### config.mk
export PLATFORM = sky130hd
export DESIGN_NAME = osc_voice_mixer
export DESIGN_NICKNAME = d
export VERILOG_FILES = /design/src/rtl/osc_voice_mixer_pkg.sv /design/src/rtl/osc_voice_mixer_mult.sv /design/src/rtl/osc_voice_mixer.sv
export SDC_FILE = /design/constraint.sdc
export NUM_CORES = 1
export LEC_CHECK = 0
export CORE_MARGIN = 5
export CORE_UTILIZATION = 53
export DETAILED_ROUTE_END_ITERATION = 8
export PLACE_DENSITY = 0.77
export SLEW_MARGIN = 20
export SYNTH_ARGS = -nofsm -noshare
export SYNTH_HDL_FRONTEND = slang
export SYNTH_SLANG_ARGS = --single-unit
### constraint.sdc
create_clock -name sCLK_XVXENVS -period 2.35 [get_ports sCLK_XVXENVS]
set_input_delay 0.235 -clock sCLK_XVXENVS [delete_from_list [all_inputs] [get_ports sCLK_XVXENVS]]
set_output_delay 0.235 -clock sCLK_XVXENVS [all_outputs]
set_load 0.005 [all_outputs]
### src/rtl/osc_voice_mixer_pkg.sv
// osc_voice_mixer_pkg: shared widths and sequencer state encoding for the voice mixer
package osc_voice_mixer_pkg;
    localparam int SAMPLE_W = 17;
    localparam int LEVEL_W  = 8;
    localparam int SUM_W    = 19;

    typedef enum logic {EXPECT0, ACCUM} seq_state_t;
endpackage

### src/rtl/osc_voice_mixer_mult.sv
// osc_level_mult: registered signed sample times unsigned level, scaled down by 256
module osc_level_mult
    import osc_voice_mixer_pkg::*;
#(
    parameter int V_WIDTH = 3,
    parameter int O_WIDTH = 2
) (
    input  logic                       clk,
    input  logic                       rst,
    input  logic signed [SAMPLE_W-1:0] sine_in,
    input  logic                       sine_valid,
    input  logic        [V_WIDTH-1:0]  sine_vx,
    input  logic        [O_WIDTH-1:0]  sine_ox,
    input  logic        [LEVEL_W-1:0]  osc_level,
    output logic signed [SAMPLE_W-1:0] prod,
    output logic                       prod_valid,
    output logic        [V_WIDTH-1:0]  prod_vx,
    output logic        [O_WIDTH-1:0]  prod_ox
);
    logic signed [SAMPLE_W+LEVEL_W:0] full;

    assign full = sine_in * $signed({1'b0, osc_level});

    // |full >>> 8| never exceeds 65280, so the 17-bit truncation is lossless
    always_ff @(posedge clk or posedge rst) begin
        if (rst) begin
            prod       <= '0;
            prod_valid <= 1'b0;
            prod_vx    <= '0;
            prod_ox    <= '0;
        end else begin
            prod       <= SAMPLE_W'(full >>> 8);
            prod_valid <= sine_valid;
            prod_vx    <= sine_vx;
            prod_ox    <= sine_ox;
        end
    end
endmodule

### src/rtl/osc_voice_mixer.sv
// osc_voice_mixer: sums V_OSC level-scaled oscillator samples per voice, flags sequence errors
module osc_voice_mixer
    import osc_voice_mixer_pkg::*;
#(
    parameter int VOICES  = 8,
    parameter int V_OSC   = 4,
    parameter int V_WIDTH = 3,
    parameter int O_WIDTH = 2
) (
    input  logic                       sCLK_XVXENVS,
    input  logic                       reset_reg,
    input  logic signed [SAMPLE_W-1:0] sine_in,
    input  logic                       sine_valid,
    input  logic        [V_WIDTH-1:0]  sine_vx,
    input  logic        [O_WIDTH-1:0]  sine_ox,
    input  logic        [LEVEL_W-1:0]  osc_level,
    input  logic        [VOICES-1:0]   voice_free,
    input  logic                       clear_err,
    output logic signed [SUM_W-1:0]    voice_sum,
    output logic                       voice_valid,
    output logic        [V_WIDTH-1:0]  voice_vx,
    output logic                       seq_err
);
    logic signed [SAMPLE_W-1:0] prod;
    logic                       prod_valid;
    logic        [V_WIDTH-1:0]  prod_vx;
    logic        [O_WIDTH-1:0]  prod_ox;

    seq_state_t                 state, state_nx;
    logic        [O_WIDTH-1:0]  exp_ox, exp_nx;
    logic signed [SUM_W-1:0]    acc, acc_nx, pext, psum;
    logic        [V_WIDTH-1:0]  lvx, lvx_nx;
    logic                       accept, done, start, err;

    osc_level_mult #(.V_WIDTH(V_WIDTH), .O_WIDTH(O_WIDTH)) u_mult (
        .clk        (sCLK_XVXENVS),
        .rst        (reset_reg),
        .sine_in    (sine_in),
        .sine_valid (sine_valid),
        .sine_vx    (sine_vx),
        .sine_ox    (sine_ox),
        .osc_level  (osc_level),
        .prod       (prod),
        .prod_valid (prod_valid),
        .prod_vx    (prod_vx),
        .prod_ox    (prod_ox)
    );

    always_comb begin
        pext     = {{(SUM_W-SAMPLE_W){prod[SAMPLE_W-1]}}, prod};
        psum     = acc + pext;
        accept   = prod_valid && state == ACCUM && prod_ox == exp_ox && prod_vx == lvx;
        done     = accept && prod_ox == O_WIDTH'(V_OSC-1);
        start    = prod_valid && !accept && prod_ox == '0;
        err      = prod_valid && !accept && !(state == EXPECT0 && prod_ox == '0);
        state_nx = state;
        exp_nx   = exp_ox;
        acc_nx   = acc;
        lvx_nx   = lvx;
        if (done) begin
            state_nx = EXPECT0;
            exp_nx   = '0;
            acc_nx   = '0;
        end else if (accept) begin
            acc_nx = psum;
            exp_nx = exp_ox + O_WIDTH'(1);
        end else if (start) begin
            state_nx = ACCUM;
            acc_nx   = pext;
            lvx_nx   = prod_vx;
            exp_nx   = O_WIDTH'(1);
        end else if (prod_valid) begin
            state_nx = EXPECT0;
            exp_nx   = '0;
            acc_nx   = '0;
        end
    end

    always_ff @(posedge sCLK_XVXENVS or posedge reset_reg) begin
        if (reset_reg) begin
            state       <= EXPECT0;
            exp_ox      <= '0;
            acc         <= '0;
            lvx         <= '0;
            voice_sum   <= '0;
            voice_vx    <= '0;
            voice_valid <= 1'b0;
            seq_err     <= 1'b0;
        end else begin
            state       <= state_nx;
            exp_ox      <= exp_nx;
            acc         <= acc_nx;
            lvx         <= lvx_nx;
            voice_valid <= done;
            seq_err     <= err | (seq_err & ~clear_err);
            if (done) begin
                voice_sum <= voice_free[lvx] ? '0 : psum;
                voice_vx  <= lvx;
            end
        end
    end
endmodule
# Yosys cells after proc, flatten, opt, wreduce, memory -nomap -nowiden

Cells that the tools add are included.

Add/subtract/negate cells: 2
Multipliers: 1
Order comparisons: 1
Eq/ne operators: 4
Muxes and demuxes: 15
Bitwise operators: 6
Reduce and logical (&&, ||, !) cells: 15

Operator list:

| cell                  | number |
|---|---|
| $mux W19              | 5 |
| $mul A17 B9 Y25       | 1 |
| $add A19 B17 Y19      | 1 |
| $logic_and A1 B1 Y1   | 8 |
| $mux W2               | 4 |
| $mux W1               | 5 |
| $lt A3 B4 Y1 const B  | 1 |
| $not A1 Y1            | 4 |
| $reduce_bool A4 Y1    | 1 |
| $bmux W1 S3           | 1 |
| $eq A3 B3 Y1          | 1 |
| $reduce_and A3 Y1     | 1 |
| $reduce_bool A3 Y1    | 1 |
| $add A2 B1 Y2 const B | 1 |
| $eq A2 B2 Y1          | 1 |
| $eq A2 B2 Y1 const B  | 1 |
| $logic_not A1 Y1      | 2 |
| $logic_not A2 Y1      | 1 |
| $ne A2 B1 Y1 const B  | 1 |
| $reduce_and A2 Y1     | 1 |
| $and A1 B1 Y1         | 1 |
| $or A1 B1 Y1          | 1 |

Register bits after elaboration: 72
Input port bits: 42
Output and inout bits: 24

# Longest topological paths before layout

Gate-level depths: netlist of the first run.

Depth after elaboration: 9
Mapped depth: 18

# Modules after synthesis

A second synthesis of the first run with hierarchy kept.

Cells, all modules: 902
Area, all modules: 8,324.2 um^2

By module, submodules not included:

| module          | instances | cells an instance | area each (um^2) | sequential area each (um^2) |
|---|---|---|---|---|
| osc_level_mult  | 1         | 584               | 5,291.3          | 575.6 |
| osc_voice_mixer | 1         | 318               | 3,032.9          | 1,226.2 |

# Worst setup path before layout of the first run

OpenSTA, ideal clock, no wires.

Kind: input-to-reg
Start point: in osc_level[2]
End point: reg u_mult.prod[11]
Data arrival time: 4,492 ps
Required time: 2,270 ps
Setup slack: -2,222 ps
Stages: 18
Buffers on the path: 2
Cell sequence: clkbuf_1 > clkbuf_1 > nand2_1 > fa_1 > inv_1 > fa_1 > fa_1 > inv_1 > fa_1 > inv_1 > ha_1 > a21oi_1 > o21ai_0 > a22o_1 > o21ai_1 > o21ai_0 > o31ai_1 > xnor2_1

Word-level cells in the longest chain between the ends: 1

Ends and longest elaborated chain:

| item                 | line                       | RTL |
|---|---|---|
| from (decl)          | osc_voice_mixer.sv:16      | `input logic [LEVEL_W-1:0] osc_level,` |
| $mul A17 B9 Y25      | osc_voice_mixer_mult.sv:22 | `assign full = sine_in * $signed({1'b0, osc_level});` |
| via u_mult.full[19]  | osc_voice_mixer_mult.sv:20 | `logic signed [SAMPLE_W+LEVEL_W:0] full;` |
| to (signal assigned) | osc_voice_mixer_mult.sv:32 | `prod <= SAMPLE_W'(full >>> 8);` |
| to (decl)            | osc_voice_mixer_mult.sv:15 | `output logic signed [SAMPLE_W-1:0] prod,` |

The timed path passes the listed nets, and every way through them passes these cells.
A chain may end at the register's enable or synchronous reset.

# Worst setup path in the final report of the first run

Start point: in osc_level[2]
End point: reg u_mult.prod[15]

Same word-level chain as after synthesis.

==> run summary, run 1 <==
The run finished, with violations left. The final reports fail on setup timing. The floorplan step defined a die boundary enclosing 0.0178 mm^2.

The run gives 12.1 mW as the total power after layout. Remaining antenna violation count: 0. The power density of the placed cells was 1090 mW/mm^2.

The worst setup path is captured at a flop. The via count of the first global-routing pass came out at 7213. The cell that appears most often on the critical path is sky130_fd_sc_hd__buf_6. TritonCTS built the clock tree. The run gives 9 as the total CTS buffers. Across every metal layer, demand over resource in global routing totals 22.7%. The tools report the hold violation total from the final report as 0.

The total number of vias was 6772. Walking the worst path, the cells encountered are buf_8 -> buf_6 -> buf_6 -> buf_6 -> nand2_2 -> fa_1 -> inv_2 -> fa_1 -> fa_1 -> inv_2 -> fa_1 -> inv_2 -> ha_4 -> and3_4 -> nand4_1 -> nor3b_4 -> o21ai_4 -> buf_6 -> buf_6 -> a21oi_2 -> nor2_1 -> xnor2_1. The relative slew slack was 63.7%; the count of filler cells inserted in the layout was 1018.

For the residual overflow from global routing, the log shows 0. During synthesis, Yosys emitted a total of 0 warnings. The post-synth net total is 1068, and the flip-flop and latch count after synthesis is 72.

Total number of nets in the final design: 1285. Maximum vdd drop: 0.518 mV. The type of the most critical hold path is in -> async.

Along the worst path, the maximum fanout reaches 5. After legalization and detailed placement, the total HPWL measured 15100 um. For this run, the slowest stage of the critical path takes 0.51 ns. After floorplanning, the core was divided into 45 placement rows. The average wire length per cell after detail routing is 15.8 um, and the length of the first detailed-routing pass in iterations is 5.

In the synthesized netlist the async set-or-reset flop fraction comes to 100%. In this run the tool buffered the top-level ports with 65 buffer cells. The total routed wirelength was 20000 um.

In this run the number of H-tree levels came out at 3. For the weighted congestion reported at the end of routability-driven placement, the log shows 0.854. The tools report the initial antenna violation count as 0. For the final database, setup skew stands at 0.00442 ns.

The post-route fraction of the period consumed by the critical path works out to 174%. Across the run, the number of max-cap violations was 0. In the layout the commonest cells are 143 x sky130_fd_sc_hd__inv_1, 140 x sky130_fd_sc_hd__buf_4, 99 x sky130_fd_sc_hd__fa_1, 72 x sky130_fd_sc_hd__nand2_1, 72 x sky130_fd_sc_hd__dfrtp_1. For this design, the sink count on the clock tree is 72.

The area growth from synthesis to final layout was 37.2%; the design area was 0.0111 mm^2. OpenSTA, run right after detailed placement, puts the worst setup slack at -2.60 ns. Using the TritonRoute via totals, the vias-per-cell ratio works out to 5.34. After detailed placement, the total cell area comes to 0.0101 mm^2.

The fmax was 245 MHz; the summed instance area of the synthesized netlist was 0.00810 mm^2. The ratio of cells with drive above 1 in the final layout was 30.0%; the post-layout worst setup margin was -1.74 ns. The tools report the number of ports placed on the die boundary as 66. The initial DRC count was 339; the first-pass GRT wire length was 33600 um.

The most used flip-flop cell after synthesis is sky130_fd_sc_hd__dfrtp_1. Setup repair after global routing could not meet its margin everywhere. At the worst endpoint, the arrival time is 4.31 ns. For the pin with the worst max-slew slack, the measured transition is 0.542 ns. The startpoint-to-endpoint class of the critical path was in -> reg. The count of pins over their slew limit is 0.

After synthesis, the mean cell area works out to 9.45 um^2. Setup violations remaining at the end of the flow were counted as 24. Clock root buffer: sky130_fd_sc_hd__clkbuf_16. For the initial core utilization, the log shows 53.7%. Counting every instance in the synthesized netlist gives 857. On the critical path, the stage with the largest delay is an instance of sky130_fd_sc_hd__fa_1. The most frequent standard cell in the layout excluding fill and tap cells is sky130_fd_sc_hd__inv_1. From left edge to right edge, the die measures 134 um.

Count of buffer and inverter cells on the critical path: 9. The final critical-path required period was 4.09 ns; the standard cell core area was 0.0151 mm^2. The clock edge transition at the registers on the reported setup and hold paths came out at 0.06 ns. For the endpoint required time on the critical path, the log shows 2.57 ns. The multi-input logic area was 0.00628 mm^2. Synthesis instantiated 55 different standard cells from the library.

Sequential cells were found to cover 22.3% of the synthesized design area. After clock tree synthesis, the flow added hold-fix buffers numbering 0. Entering global routing, the biggest net connects 73 pins. The logs give 0 for the antenna diode count and 2 for the maximum buffer depth of the clock tree.

Across the whole layout, storage elements account for 0.00180 mm^2. Clock latency on the worst-skew pair, taken at its later pin, is 0.34 ns. The synthesized design contains 0 enable-type register cells.

The worst setup path is launched from an input pin. In this run the static leakage power is 5.57 nW. For this run, design rule violations remaining after detail routing come to 0. In this design, the largest share of critical-path delay is due to adder cells.

The die is 134 um tall.
-- routing by layer --
metal,routed length [um],vias up,GRT usage (%)
met5,0,-,0
met2,10300,205,40.2
met3,864,47,3.06
met1,8420,3320,28.8
li1,-,3200,-
met4,488,0,7.03
-- final timing paths --
path	startpoint	end	slack (ns)	cells after the start
max in group asynchronous	reset_reg	u_mult.prod[14]	1.77	3
max	osc_level[2]	u_mult.prod[15]	-1.74	22
min reg2reg	voice_sum[11]	voice_sum[11]	0.48	2
max reg2reg	u_mult.prod[0]	voice_sum[18]	-0.11	9
min in group sCLK_XVXENVS	sine_vx[0]	u_mult.prod_vx[0]	0.34	1
min	reset_reg	exp_ox[1]	0.29	3
-- registers in the layout (all words and copies together) (netlist names) --
name,count
acc,19
voice_sum,19
u_mult.prod,17
lvx,3
u_mult.prod_vx,3
voice_vx,3
exp_ox,2
u_mult.prod_ox,2
seq_err,1
state,1
u_mult.prod_valid,1
voice_valid,1
-- final cells by class --
type / instances / share of cell area (%)
sequential: 72 / 16.2
timing repair buffer: 226 / 17.2
clock buffer: 11 / 2.28
tap: 188 / 2.12
inverter: 157 / 5.31
multi-input combinational: 608 / 56.6
clock inverter: 5 / 0.282
-- cell families after synthesis --
| logic type | share of synthesized area (%) |
|---|---|
| AO/OA/AOI/OAI | 11.9 |
| multiplexers | 1.67 |
| adder cells (fa/ha/maj) | 35.9 |
| XOR/XNOR | 4.33 |
| flip-flops | 22.3 |
| AND/OR/NAND/NOR | 15.7 |
| buffers and inverters | 8.25 |
-- timing repair --
action                                  in CTS  in global routing
endpoints found under the setup margin      27                 36
cloned                                       2                  0
resized for setup                          165                 74
buffers inserted                            20                  8
pin swaps                                   64                 54
-- power breakdown --
part           total, mW  switching, mW  internal (mW)
registers           1.78          0.218           1.57
clock network       1.27          0.505          0.767
logic               9.02           4.43           4.59
total               12.1           5.16           6.92
-- worst register-to-register path: cells and delay by family, from the launching register on --
family                     cells  cell delay, ns
DFF                            1            0.41
and+or+nand+nor                1            0.09
adders and majority gates      2            0.53
AOI/OAI and AO/OA              6            1.34
-- stage by stage --
step | TNS, ns | hold slack, ns | std cells | util (%)
2_1_floorplan | -25.27 | 0.266 | 857 | -
3_3_place_gp | -39.59 | 0.463 | 1221 | 66.9
3_5_place_dp | -41.32 | 0.471 | 1221 | 66.9
4_1_cts | -25.97 | 0.310 | 1259 | 71.5
5_1_grt | -29.86 | 0.337 | 1267 | 73.6
6_report | -26.27 | 0.292 | 1267 | 73.6
-- synth_stat cells, drive strengths merged, types with 3 or more instances --
cell,count,area (um^2)
nand2b,6,37.5
or3,4,30.0
nor2b,7,43.8
o21ai,31,155
fa,106,2120
dfrtp,72,1800
a311oi,3,26.3
a31oi,5,31.3
nand2,92,348
a22o,19,166
nand3,11,55.1
buf,3,15.0
nor3,11,55.1
xor2,11,96.3
inv,156,586
clkbuf,17,63.8
a21o,22,165
nand4,8,50.1
ha,63,788
and2,75,469
a2111oi,5,50.0
o31ai,6,45.0
a211oi,4,30.0
o211ai,3,22.5
a22oi,5,37.5
nor2,26,97.6
a21oi,21,105
mux2,7,82.6
xnor2,29,254
o21a,3,22.5
Note: power is estimated with default switching activity, not from simulation.
==> run 2: changes to the inputs <==
- CORE_MARGIN: 5 -> 2
==> run summary, run 2 (synthesis gave the netlist of run 1 again) <==
Across every metal layer, demand over resource in global routing totals 23.8%. Compared with the post-synthesis result, the final layout area differs by 36.7%. The detailed-route DRC error count was 0; the maximum vdd drop was 0.525 mV.

The relative slew slack was 63.8%. The tools report the via count of the first global-routing pass as 6988. The run finished, with violations left. The tools report the type of origin of the critical path as an input pin. In this design, the critical path's most frequently occurring cell is sky130_fd_sc_hd__fa_1. Once the floorplan was initialized, standard cells occupied 53.7% of the core. The run gives 45 as the number of core rows. The most frequent standard cell in the layout excluding fill and tap cells is sky130_fd_sc_hd__inv_1. The hold violation total from the final report was 0.

The power density of the placed cells was 1100 mW/mm^2; the weighted congestion reported at the end of routability-driven placement was 0.906. The maximum buffer depth of the clock tree was 2; the average wire length per cell after detail routing was 15.2 um. In the final layout, the share of cells above drive strength 1 is 28.3%. For the clock tree skew after final layout, the log shows 0.00588 ns. Entering global routing, the biggest net connects 73 pins.

Setup violations remaining at the end of the flow were counted as 23. 0 antenna diodes ended up in the layout. The worst setup path is of the in -> reg kind. The number of ports placed on the die boundary is 66. Leaving out fill and tap cells, the most frequent cells in the layout are 145 x sky130_fd_sc_hd__inv_1, 129 x sky130_fd_sc_hd__buf_4, 99 x sky130_fd_sc_hd__fa_1, 80 x sky130_fd_sc_hd__nand2_1, 72 x sky130_fd_sc_hd__dfrtp_1. TritonCTS built the clock tree. Along the worst path, the maximum fanout reaches 5. The startpoint identified for the worst register-to-register timing path is u_mult.prod[0]. Dividing the final minimum period by the clock period gives 173%.

The critical path crosses 17 cells after its start point. In the final layout, the registers with the most flip-flops are acc (19), voice_sum (19), u_mult.prod (17). Post-layout worst setup margin: -1.73 ns. In this run the worst hold path is classified as in -> async. Total CTS buffers: 9. The worst stage delay on the critical path works out to 0.53 ns.

Measured in cells, the most critical reg-to-reg path has a length of 11. After the flow finishes, the layout carries non-filler instances totaling 1259. The HPWL after detailed placement is 14800 um.

Counting tap cells, the placed design contains a total of 1211 instances. The transition time at the pin with the least slew margin was 0.540 ns; the total clock sinks was 72. The floorplan die height came out at 128 um.

The floorplan step defined a core boundary enclosing 0.0151 mm^2. The cell type group with the largest total delay on the critical path is adder cells. The final reports fail on setup timing. The first global-routing pass estimated 31700 um of wire. The remaining antenna violation count was 0. After global routing the overflow that remains totals 0. After clock tree synthesis, the clock-pin slew on the worst setup and hold paths is 0.06 ns. The tools report the accumulated negative setup slack as -25.96 ns. STA classifies the critical path endpoint as a flop.

After the first detailed-routing iteration, the DRC count stood at 317. The initial antenna violation count was 0. The run gives -0.12 ns as the internal reg-to-reg setup slack. The tools report the cts-stage hold buffer count as 0. The logs give 1277 for the total number of nets in the final design and 0 for the count of pins over their slew limit. Timing would allow up to 245 MHz. The final critical-path required period is 4.08 ns. The first detailed-routing pass took 5 iterations. From left edge to right edge, the die measures 128 um. The end of the worst register-to-register path is acc[16]. Traced cell by cell, the critical path runs through buf_6 -> buf_4 -> and2_4 -> fa_1 -> fa_1 -> fa_1 -> inv_1 -> fa_1 -> inv_2 -> ha_4 -> and3_4 -> nand4_1 -> nor3b_4 -> o21ai_4 -> o211ai_1 -> a31o_2 -> xor2_1. The slowest stage of the critical path is the sky130_fd_sc_hd__fa_1 cell. The floorplan step defined a die boundary enclosing 0.0163 mm^2.

The average vias per placed instance is 5.32. The run gives 0 as the count of max-cap constraint violations. The total number of vias is 6702, and the total of buffers placed on input and output ports is 65. For the worst setup path, the data required time is 2.61 ns.

The H-tree generated during clock tree synthesis spans 3 levels. The clock reaches the later pin of the worst-skew pair after 0.34 ns. Setup repair after global routing could not meet its margin everywhere. The tools report the worst endpoint data arrival time as 4.34 ns.

The number of buffers and inverters on the critical path is 4. At the placement stage, the worst setup path has a slack of -2.61 ns. In this run the clock root is driven by a sky130_fd_sc_hd__clkbuf_16. The total routed wirelength came out at 19200 um. Summed over all cells, the static leakage comes to 5.59 nW.
## run 2: worst max-delay path by stage
| stage | end | slack (ns) | from |
|---|---|---|---|
| 4_1_cts | u_mult.prod[14] | -1.72 | osc_level[5] |
| 6_report | u_mult.prod[14] | -1.73 | sine_in[10] |
| 3_5_place_dp | u_mult.prod[14] | -2.61 | osc_level[4] |
| 2_1_floorplan | u_mult.prod[14] | -1.72 | osc_level[2] |
| 3_3_place_gp | u_mult.prod[12] | -2.53 | osc_level[4] |
| 5_1_grt | u_mult.prod[14] | -1.93 | sine_in[10] |
## run 2: routing by layer
| metal | up-vias | global-route usage [%] | wire length, um | part of all wire, % |
|---|---|---|---|---|
| li1 | 3194 | - | - | - |
| met1 | 3306 | 30.3 | 8190 | 43 |
| met2 | 168 | 43.8 | 10000 | 52 |
| met3 | 34 | 2.55 | 666 | 3.5 |
| met4 | 0 | 5.43 | 296 | 1.5 |
| met5 | - | 0 | 0 | 0 |
## run 2: layout make-up
type	count	area [um^2]
Clock inverter	6	130
Multi-Input combinational cell	608	6210
Tap cell	188	235
Timing Repair Buffer	218	1860
Sequential cell	72	1800
Inverter	157	589
Clock buffer	10	239
Fill cell	1057	4020
## run 2: per-stage QoR
stage          util [%]  power [mW]  hold slack [ns]  cell area (um^2)
3_3_place_gp       66.4        8.89            0.464             10000
5_1_grt            73.4        13.3            0.348             11100
3_5_place_dp       66.4        9.18            0.467             10000
6_report           73.4        12.2            0.279             11100
2_1_floorplan         -        6.76            0.266              8340
4_1_cts            72.0        11.8            0.308             10900
## run 2: worst reg2reg max path, cell delays in order, from the launching register on
cell and delay [ns]:
sky130_fd_sc_hd__dfrtp_1 0.39, sky130_fd_sc_hd__ha_2 0.19, sky130_fd_sc_hd__fa_2 0.36, sky130_fd_sc_hd__a211oi_2 0.21, sky130_fd_sc_hd__nor2_2 0.09, sky130_fd_sc_hd__o31ai_4 0.32
sky130_fd_sc_hd__a21oi_4 0.14, sky130_fd_sc_hd__buf_4 0.17, sky130_fd_sc_hd__buf_6 0.11, sky130_fd_sc_hd__a31oi_4 0.18, sky130_fd_sc_hd__buf_4 0.14, sky130_fd_sc_hd__a211oi_2 0.05
## run 2: where the power goes
part	switching, mW	internal [mW]
Combinational	4.26	4.51
Sequential	0.205	1.57
Clock	0.507	1.17
## run 2: timing repair
| action | CTS | global route |
|---|---|---|
| setup endpoints to repair | 28 | 37 |
| setup buffers | 23 | 12 |
| pin swaps | 68 | 55 |
| resized for setup | 179 | 42 |
| cloned | 0 | 0 |
